**src/rtl/mem_arbiter_if.sv**
```systemverilog
// Bundles the I-cache miss port, the D-cache miss port and the shared memory
// port of the arbiter. The arbiter takes the master view; the environment
// (caches and memory) takes the slave view.
interface mem_arbiter_if #(
    parameter int BLOCK_W = 128,
    parameter int ADDR_W  = 6
);
    // I-cache side
    logic               i_read;
    logic [ADDR_W-1:0]  i_address;
    logic [BLOCK_W-1:0] i_readdata;
    logic               i_busywait;

    // D-cache side
    logic               d_read;
    logic               d_write;
    logic [ADDR_W-1:0]  d_address;
    logic [BLOCK_W-1:0] d_writedata;
    logic [BLOCK_W-1:0] d_readdata;
    logic               d_busywait;

    // memory side
    logic               mem_read;
    logic               mem_write;
    logic [ADDR_W-1:0]  mem_address;
    logic [BLOCK_W-1:0] mem_writedata;
    logic [BLOCK_W-1:0] mem_readdata;
    logic               mem_busywait;

    modport master (
        input  i_read, i_address,
        input  d_read, d_write, d_address, d_writedata,
        input  mem_readdata, mem_busywait,
        output i_readdata, i_busywait,
        output d_readdata, d_busywait,
        output mem_read, mem_write, mem_address, mem_writedata
    );

    modport slave (
        output i_read, i_address,
        output d_read, d_write, d_address, d_writedata,
        output mem_readdata, mem_busywait,
        input  i_readdata, i_busywait,
        input  d_readdata, d_busywait,
        input  mem_read, mem_write, mem_address, mem_writedata
    );
endinterface

```
**src/rtl/mem_arbiter.sv**
```systemverilog
// Round-robin arbiter sharing one block memory between the I-cache (read only)
// and the D-cache (read and write-back). One transaction is in flight at a time.
//
//  state | meaning
//  ------+--------------------------------------------------------------
//  IDLE  | no strobes; on any request pick a grant and launch the access
//  ISSUE | strobes up, memory busy ignored while memory reacts to strobe
//  WAIT  | strobes held; on memory not busy capture read data, drop strobes
//  DONE  | granted busywait released for this one cycle; remember grant
module mem_arbiter #(
    parameter int BLOCK_W = 128,
    parameter int ADDR_W  = 6
) (
    input logic          clk,
    input logic          rst_n,
    mem_arbiter_if.master bus
);

    typedef enum logic [1:0] {
        IDLE  = 2'd0,
        ISSUE = 2'd1,
        WAIT  = 2'd2,
        DONE  = 2'd3
    } state_t;

    state_t             state,       state_nxt;
    logic               grant_d,     grant_d_nxt;   // 1: D-cache owns the transaction
    logic               last_d,      last_d_nxt;    // 1: D-cache was granted last
    logic               mem_read_q,  mem_read_nxt;
    logic               mem_write_q, mem_write_nxt;
    logic [ADDR_W-1:0]  addr_q,      addr_nxt;
    logic [BLOCK_W-1:0] wdata_q,     wdata_nxt;
    logic [BLOCK_W-1:0] i_rdata_q,   i_rdata_nxt;
    logic [BLOCK_W-1:0] d_rdata_q,   d_rdata_nxt;

    logic               i_req;
    logic               d_req;
    logic               pick_d;

    assign i_req = bus.i_read;
    assign d_req = bus.d_read | bus.d_write;

    // On a tie the requester that was not served last wins.
    assign pick_d = d_req & (~i_req | ~last_d);

    // State and registered outputs; reset clears last-grant to I so D wins the first tie.
    always_ff @(posedge clk or negedge rst_n) begin
        if (!rst_n) begin
            state       <= IDLE;
            grant_d     <= 1'b0;
            last_d      <= 1'b0;
            mem_read_q  <= 1'b0;
            mem_write_q <= 1'b0;
            addr_q      <= '0;
            wdata_q     <= '0;
            i_rdata_q   <= '0;
            d_rdata_q   <= '0;
        end else begin
            state       <= state_nxt;
            grant_d     <= grant_d_nxt;
            last_d      <= last_d_nxt;
            mem_read_q  <= mem_read_nxt;
            mem_write_q <= mem_write_nxt;
            addr_q      <= addr_nxt;
            wdata_q     <= wdata_nxt;
            i_rdata_q   <= i_rdata_nxt;
            d_rdata_q   <= d_rdata_nxt;
        end
    end

    // Next-state and next-output decode for the transaction sequencer.
    always_comb begin
        state_nxt     = state;
        grant_d_nxt   = grant_d;
        last_d_nxt    = last_d;
        mem_read_nxt  = mem_read_q;
        mem_write_nxt = mem_write_q;
        addr_nxt      = addr_q;
        wdata_nxt     = wdata_q;
        i_rdata_nxt   = i_rdata_q;
        d_rdata_nxt   = d_rdata_q;

        case (state)
            IDLE: begin
                mem_read_nxt  = 1'b0;
                mem_write_nxt = 1'b0;
                if (i_req | d_req) begin
                    grant_d_nxt = pick_d;
                    state_nxt   = ISSUE;
                    if (pick_d) begin
                        // write wins when both D strobes are (illegally) high
                        addr_nxt      = bus.d_address;
                        mem_write_nxt = bus.d_write;
                        mem_read_nxt  = ~bus.d_write;
                        if (bus.d_write) begin
                            wdata_nxt = bus.d_writedata;
                        end
                    end else begin
                        addr_nxt     = bus.i_address;
                        mem_read_nxt = 1'b1;
                    end
                end
            end

            ISSUE: begin
                state_nxt = WAIT;
            end

            WAIT: begin
                if (!bus.mem_busywait) begin
                    // a requester that let go mid-flight gets nothing back
                    if (mem_read_q) begin
                        if (grant_d && bus.d_read) begin
                            d_rdata_nxt = bus.mem_readdata;
                        end else if (!grant_d && bus.i_read) begin
                            i_rdata_nxt = bus.mem_readdata;
                        end
                    end
                    mem_read_nxt  = 1'b0;
                    mem_write_nxt = 1'b0;
                    state_nxt     = DONE;
                end
            end

            DONE: begin
                last_d_nxt = grant_d;
                state_nxt  = IDLE;
            end

            default: begin
                state_nxt     = IDLE;
                mem_read_nxt  = 1'b0;
                mem_write_nxt = 1'b0;
            end
        endcase
    end

    // Stall is combinational so it tracks the request even while reset is held.
    assign bus.i_busywait = i_req & ~((state == DONE) & ~grant_d);
    assign bus.d_busywait = d_req & ~((state == DONE) &  grant_d);

    assign bus.mem_read      = mem_read_q;
    assign bus.mem_write     = mem_write_q;
    assign bus.mem_address   = addr_q;
    assign bus.mem_writedata = wdata_q;
    assign bus.i_readdata    = i_rdata_q;
    assign bus.d_readdata    = d_rdata_q;

endmodule
```
**src/flat_wrapper.sv**
```systemverilog
// flat-port wrapper written by rule: the top's interface ports become plain ports
module mem_arbiter_flat 
#(
    parameter int BLOCK_W = 128,
    parameter int ADDR_W  = 6
)
  (clk, rst_n, bus_i_read, bus_i_address, bus_d_read, bus_d_write, bus_d_address, bus_d_writedata, bus_mem_readdata, bus_mem_busywait, bus_i_readdata, bus_i_busywait, bus_d_readdata, bus_d_busywait, bus_mem_read, bus_mem_write, bus_mem_address, bus_mem_writedata);
  mem_arbiter_if #(.BLOCK_W(BLOCK_W), .ADDR_W(ADDR_W)) bus_i ();
  input logic clk;
  input logic rst_n;
  input wire logic [$bits(bus_i.i_read)-1:0] bus_i_read;
  input wire logic [$bits(bus_i.i_address)-1:0] bus_i_address;
  input wire logic [$bits(bus_i.d_read)-1:0] bus_d_read;
  input wire logic [$bits(bus_i.d_write)-1:0] bus_d_write;
  input wire logic [$bits(bus_i.d_address)-1:0] bus_d_address;
  input wire logic [$bits(bus_i.d_writedata)-1:0] bus_d_writedata;
  input wire logic [$bits(bus_i.mem_readdata)-1:0] bus_mem_readdata;
  input wire logic [$bits(bus_i.mem_busywait)-1:0] bus_mem_busywait;
  output wire logic [$bits(bus_i.i_readdata)-1:0] bus_i_readdata;
  output wire logic [$bits(bus_i.i_busywait)-1:0] bus_i_busywait;
  output wire logic [$bits(bus_i.d_readdata)-1:0] bus_d_readdata;
  output wire logic [$bits(bus_i.d_busywait)-1:0] bus_d_busywait;
  output wire logic [$bits(bus_i.mem_read)-1:0] bus_mem_read;
  output wire logic [$bits(bus_i.mem_write)-1:0] bus_mem_write;
  output wire logic [$bits(bus_i.mem_address)-1:0] bus_mem_address;
  output wire logic [$bits(bus_i.mem_writedata)-1:0] bus_mem_writedata;
  assign bus_i.i_read = bus_i_read;
  assign bus_i.i_address = bus_i_address;
  assign bus_i.d_read = bus_d_read;
  assign bus_i.d_write = bus_d_write;
  assign bus_i.d_address = bus_d_address;
  assign bus_i.d_writedata = bus_d_writedata;
  assign bus_i.mem_readdata = bus_mem_readdata;
  assign bus_i.mem_busywait = bus_mem_busywait;
  assign bus_i_readdata = bus_i.i_readdata;
  assign bus_i_busywait = bus_i.i_busywait;
  assign bus_d_readdata = bus_i.d_readdata;
  assign bus_d_busywait = bus_i.d_busywait;
  assign bus_mem_read = bus_i.mem_read;
  assign bus_mem_write = bus_i.mem_write;
  assign bus_mem_address = bus_i.mem_address;
  assign bus_mem_writedata = bus_i.mem_writedata;
  mem_arbiter #(.BLOCK_W(BLOCK_W), .ADDR_W(ADDR_W)) u_core (.clk(clk), .rst_n(rst_n), .bus(bus_i));
endmodule
```
**config.mk**
```make
export PLATFORM = sky130hd
export DESIGN_NAME = mem_arbiter_flat
export DESIGN_NICKNAME = d
export VERILOG_FILES = /design/src/rtl/mem_arbiter_if.sv /design/src/rtl/mem_arbiter.sv /design/src/flat_wrapper.sv
export SDC_FILE = /design/constraint.sdc
export NUM_CORES = 1
export LEC_CHECK = 0
export BUFFER_PORTS_ARGS = -buffer_cell sky130_fd_sc_hd__buf_2
export CORE_AREA = 2 2 263 265
export CTS_CLUSTER_DIAMETER = 80
export CTS_CLUSTER_SIZE = 16
export DETAILED_ROUTE_END_ITERATION = 8
export DIE_AREA = 0 0 265 267
export HOLD_SLACK_MARGIN = 0.08
export PLACE_DENSITY = 0.44
export SYNTH_ARGS = -nofsm -noshare
export SYNTH_HDL_FRONTEND = slang
export SYNTH_SLANG_ARGS = --single-unit
```
**constraint.sdc**
```tcl
create_clock -name clk -period 2.2 [get_ports clk]
set_input_delay 0.22 -clock clk [delete_from_list [all_inputs] [get_ports clk]]
set_output_delay 0.22 -clock clk [all_outputs]
set_load 0.01 [all_outputs]
```
* After elaboration in Yosys (flattened, before gate mapping) *
Index checks and enable logic that the tools add are counted.

word-level totals
  bits in registers = 396
  input port bits = 274
  output and inout port bits = 394
  logic and storage cells = 52

operators by class
  equality and inequality tests = 5
  multiplexer cells = 11
  bitwise gates (word level) = 16
  reduce and logical (&&, ||, !) cells = 11

operator list
  operator              number
  $not A1 Y1            8
  $pmux W2 S4           1
  $reduce_and A4 Y1     2
  $mux W6               1
  $reduce_and A2 Y1     3
  $and A1 B1 Y1         5
  $mux W1               5
  $reduce_and A5 Y1     1
  $eq A2 B2 Y1 const B  2
  $mux W2               2
  $pmux W1 S2           2
  $or A1 B1 Y1          3
  $eq A2 B1 Y1 const B  1
  $logic_and A1 B1 Y1   2
  $logic_not A2 Y1      1
  $ne A2 B1 Y1 const B  1
  $ne A2 B2 Y1 const B  1
  $reduce_bool A2 Y1    1
  $logic_not A1 Y1      1

* Logic depth before layout (Yosys ltp) *
  depth after elaboration = 6
  depth in mapped cells = 7
  depth with buffers taken out = 5

* Worst setup path before layout *
Ideal clock, no wire load.

  path kind = register -> register
  start = register u_core.state[0]
  end = register u_core.d_rdata_q[0], in the netlist u_core.bus.d_readdata[0]
  setup time = 0.125 ns
  data arrival time = 1.703 ns
  required time = 2.075 ns
  path slack = 0.372 ns
  cell stages (with the launch flop) = 8
  buffers on the path = 2
  period minus slack after synthesis = 1.828 ns
  cell sequence = dfrtp_1 > inv_1 > ha_1 > and3b_1 > and3_4 > buf_12 > buf_12 > mux2_4

on the way
  word-level cells in the longest chain between the ends = 2

ends and longest elaborated chain
  element                             RTL line           text
  from (decl)                         mem_arbiter.sv:26  state_t state, state_nxt;
  from (signal assigned)              mem_arbiter.sv:59  state <= state_nxt;
  $eq A2 B2 Y1                        mem_arbiter.sv:83  case (state)
  $reduce_and A4 Y1 (no source line)  --
  to (signal assigned)                mem_arbiter.sv:67  d_rdata_q <= d_rdata_nxt;
  to (decl)                           mem_arbiter.sv:34  logic [BLOCK_W-1:0] d_rdata_q, d_rdata_nxt;

No other way between the ends.
A chain may end at the register's enable or synchronous reset.

* Worst setup path after layout *
  start = register u_core.state[0]
  end = register u_core.mem_read_q, in the netlist u_core.bus.mem_read

on the way
  word-level cells in the longest chain between the ends = 3
  elaborated cells on any way between the ends = 6
  classes of those cells = 2 x eq/ne; 1 x mux; 3 x reduce/logical

ends and longest elaborated chain
  element                                                              RTL line           text
  $eq A2 B2 Y1 or $logic_not A2 Y1 (tied branches)                     mem_arbiter.sv:83
  $ne A2 B2 Y1 (no source line) or $reduce_bool A2 Y1 (tied branches)  --
  $reduce_and A2 Y1 (no source line)                                   --
  to (signal assigned)                                                 mem_arbiter.sv:62  mem_read_q <= mem_read_nxt;
  to (decl)                                                            mem_arbiter.sv:29  logic mem_read_q, mem_read_nxt;

Parallel ways exist; a longest one is shown, timed or not.

==> results.yml <==
cts:
  worstSkewPairLatency_ns: 0.54
  cts_buffer_depth: 3
  cts_made_buffers: 34
  htreeDepth: 2
  cts-root-buf: "clkbuf_16"
  post_cts_buffers: 0
  cts_sinks: 396
  cts_tree: "yes"
  cts.clk_slew.worst_paths_ns: 0.07
global_routing:
  grt_max_degree: 60
  antenna_found_initial: 2
  grt_pass1_vias: 12300
  grt_overflow: 0
  grt_util_all_layers_pct: 13.9
  grt_pass1_wl_mm: 76.1
synthesis:
  avgSynthCellArea_um2: 18.3
  synth_area_um2: 16000
  yosys_warnings: 0
  postSynthNetCount: 1153
  yosys_register_bits: 396
  synthCells: 875
  synth.distinct_cells: 27
  synth-seq-area-share_pct: 62.0
worst_setup_path:
  path_cells: "inv_1 -> ha_1 -> o31ai_4 -> a21o_1 -> a22oi_1 -> dlygate4sd3_1"
  cp.arrival_ns: 2.57
  cp_slowest_cell: "dlygate4sd3_1"
  critPathKind: "reg -> reg"
  critPathMaxStageDelay_ns: 0.57
  worstSetupStartpointType: "flop"
  cp.required_ns: 2.68
  worstPathMaxFanout: 14
  end_kind: "flop"
route:
  ant_nets: 0
  first_pass_iters: 4
  avgViaCountPerCell: 4.03
  avgRoutedWirePerCell_um: 18.6
  drcViolationCount: 0
  vias: 11000
  drt-initial-drc-count: 464
  routed_wl_mm: 50.9
sta:
  rsz0062_at_grt: "false"
  skew_ns: 0.0230
  relSlewSlack_pct: 55.8
  period_share_pct: 95.0
  tns_ns: 0
  setup_violations: 0
  tightest_slew_ns: 0.663
  fin_ws_ns: 0.109
  report.final.slew_viol_count: 0
  fin_crit_ns: 2.09
  final_hold_viol_count: 0
  fmax_mhz: 478
place:
  routabilityCongestion: 0.776
  dp_hpwl_mm: 37.9
  port_buffers: 667
  place_ws_ns: 0.175
  placed_cells: 2419
  dpl_cell_area_um2: 20500
cells_and_area:
  fin_cells: 2742
  layout_commonest_cell: "buf_2"
  drive_gt1_share_pct: 61.6
  area_growth_pct: 51.4
  final_cell_mix: "buf_2 (666), dfrtp_1 (396), dlygate4sd3_1 (271), mux2_4 (207), mux2_2 (179)"
  nNetsFinal: 2122
  utilization_pct: 35.6
  fin_area_um2: 24200
floorplan:
  dieArea_um2: 70800
  die_h_um: 267
  initial_core_util_pct: 23.5
  rows: 96
  fp.coreArea_um2: 68000
  io_pins: 668
  die_w_um: 265
status:
  status: "finished clean"
pwr:
  worst_ir_drop_vdd_uv: 733
  power.density_nw_per_um2: 1300
  p_leak_nw: 12.0
run:
  drv_cap: 0
min_path:
  hold_class: "in -> reg"
==> layer usage <==
layer	GRT usage, %	wire, um	up-vias
met5	0	0	-
met4	4.50	1500	0
met3	4.84	4180	74
met2	24.1	25200	428
met1	16.1	20100	5525
li1	-	-	5013
==> what timing repair did <==
item | CTS | global route
endpoints found under the hold margin | 464 | 0
resized for setup | 0 | 1
endpoints found under the setup margin | 0 | 1
hold buffers | 271 | 0
==> registers in the layout, summed over array words and instances (netlist names) <==
name,cells
u_core.bus.d_readdata,128
u_core.bus.mem_writedata,128
u_core.bus.mem_write,1
u_core.bus.mem_read,1
u_core.bus.i_readdata,128
u_core.grant_d,1
u_core.bus.mem_address,6
u_core.state,2
u_core.last_d,1
==> worst paths after layout <==
path                                                       start                                     to  slack, ns  cells past startpoint
hold reg to reg            u_core.bus.mem_address[5]$_DFFE_PN0P_  u_core.bus.mem_address[5]$_DFFE_PN0P_       0.49                      2
min in group asynchronous                                  rst_n  u_core.bus.d_readdata[89]$_DFFE_PN0P_       0.24                      2
hold / removal                                       bus_d_write       u_core.bus.mem_write$_DFFE_PN0P_       0.16                      3
setup / recovery                     u_core.state[0]$_DFFE_PN0P_        u_core.bus.mem_read$_DFFE_PN0P_       0.11                      6
max in group asynchronous                                  rst_n  u_core.bus.d_readdata[80]$_DFFE_PN0P_       1.15                      3
setup reg to reg                     u_core.state[0]$_DFFE_PN0P_        u_core.bus.mem_read$_DFFE_PN0P_       0.11                      6
==> cell usage after synthesis <==
master,number,area [um2]
dfrtp_1,396,9910
mux2_4,207,3110
mux2_2,179,2020
buf_12,22,440
buf_4,11,82.6
nand2_1,9,33.8
o21ai_0,8,40.0
mux2i_1,6,60.1
buf_2,5,25.0
buf_6,4,45.0
ha_1,4,50.1
inv_1,4,15.0
a21oi_1,3,15.0
and3_4,2,22.5
buf_8,2,30.0
nand3_1,2,10.0
a21boi_0,1,7.51
a21o_1,1,7.51
a22oi_1,1,7.51
a31oi_1,1,6.26
and3b_1,1,8.76
nor2_1,1,3.75
nor2b_1,1,6.26
nor4b_1,1,8.76
o2bb2ai_2,1,15.0
o31ai_1,1,7.51
o32a_1,1,10.0
==> metrics by stage <==
step / hold WS (ns) / power, W
after floorplan: -0.0756 / 0.0195
after global placement: 0.238 / 0.0253
after detailed placement: 0.238 / 0.0254
after CTS: 0.101 / 0.0320
after global routing: 0.171 / 0.0333
final: 0.160 / 0.0315
==> critical path, delay by kind of cell (launching register included) <==
kind / cells / cell delay, ns
compound gates: 3 / 0.58
fa+ha+maj: 1 / 0.36
buf+inv: 2 / 0.69
flops: 1 / 0.40
==> power by group <==
| part | switching [W] | internal (W) | total (W) |
|---|---|---|---|
| logic | 0.00581 | 0.00705 | 0.0129 |
| clock network | 0.00283 | 0.00304 | 0.00586 |
| registers | 0.00195 | 0.0108 | 0.0128 |
| total | 0.0106 | 0.0209 | 0.0315 |
==> cells by family (layout without fill, tap and decap cells) <==
logic type,after synthesis,after routing,share of synthesized area [%]
adder cells (fa/ha/maj),4,4,0.313
buffers and inverters,48,1031,3.99
flip-flops,396,396,62.0
other,0,2,0
AND/OR/NAND/NOR,17,17,0.587
multiplexers,392,392,32.4
AO/OA/AOI/OAI,18,18,0.728
==> final cells by class <==
cell class | count | area, um2
fillers | 6639 | 43800
flip-flops and latches | 396 | 9910
repair buffers | 977 | 6700
multi-input cells | 431 | 5470
well taps | 882 | 1100
clock buffers | 41 | 928
clock inverters | 9 | 81.3
inverters | 4 | 15.0
diodes | 2 | 5.00
No activity file was read; power rests on OpenSTA's default activity.
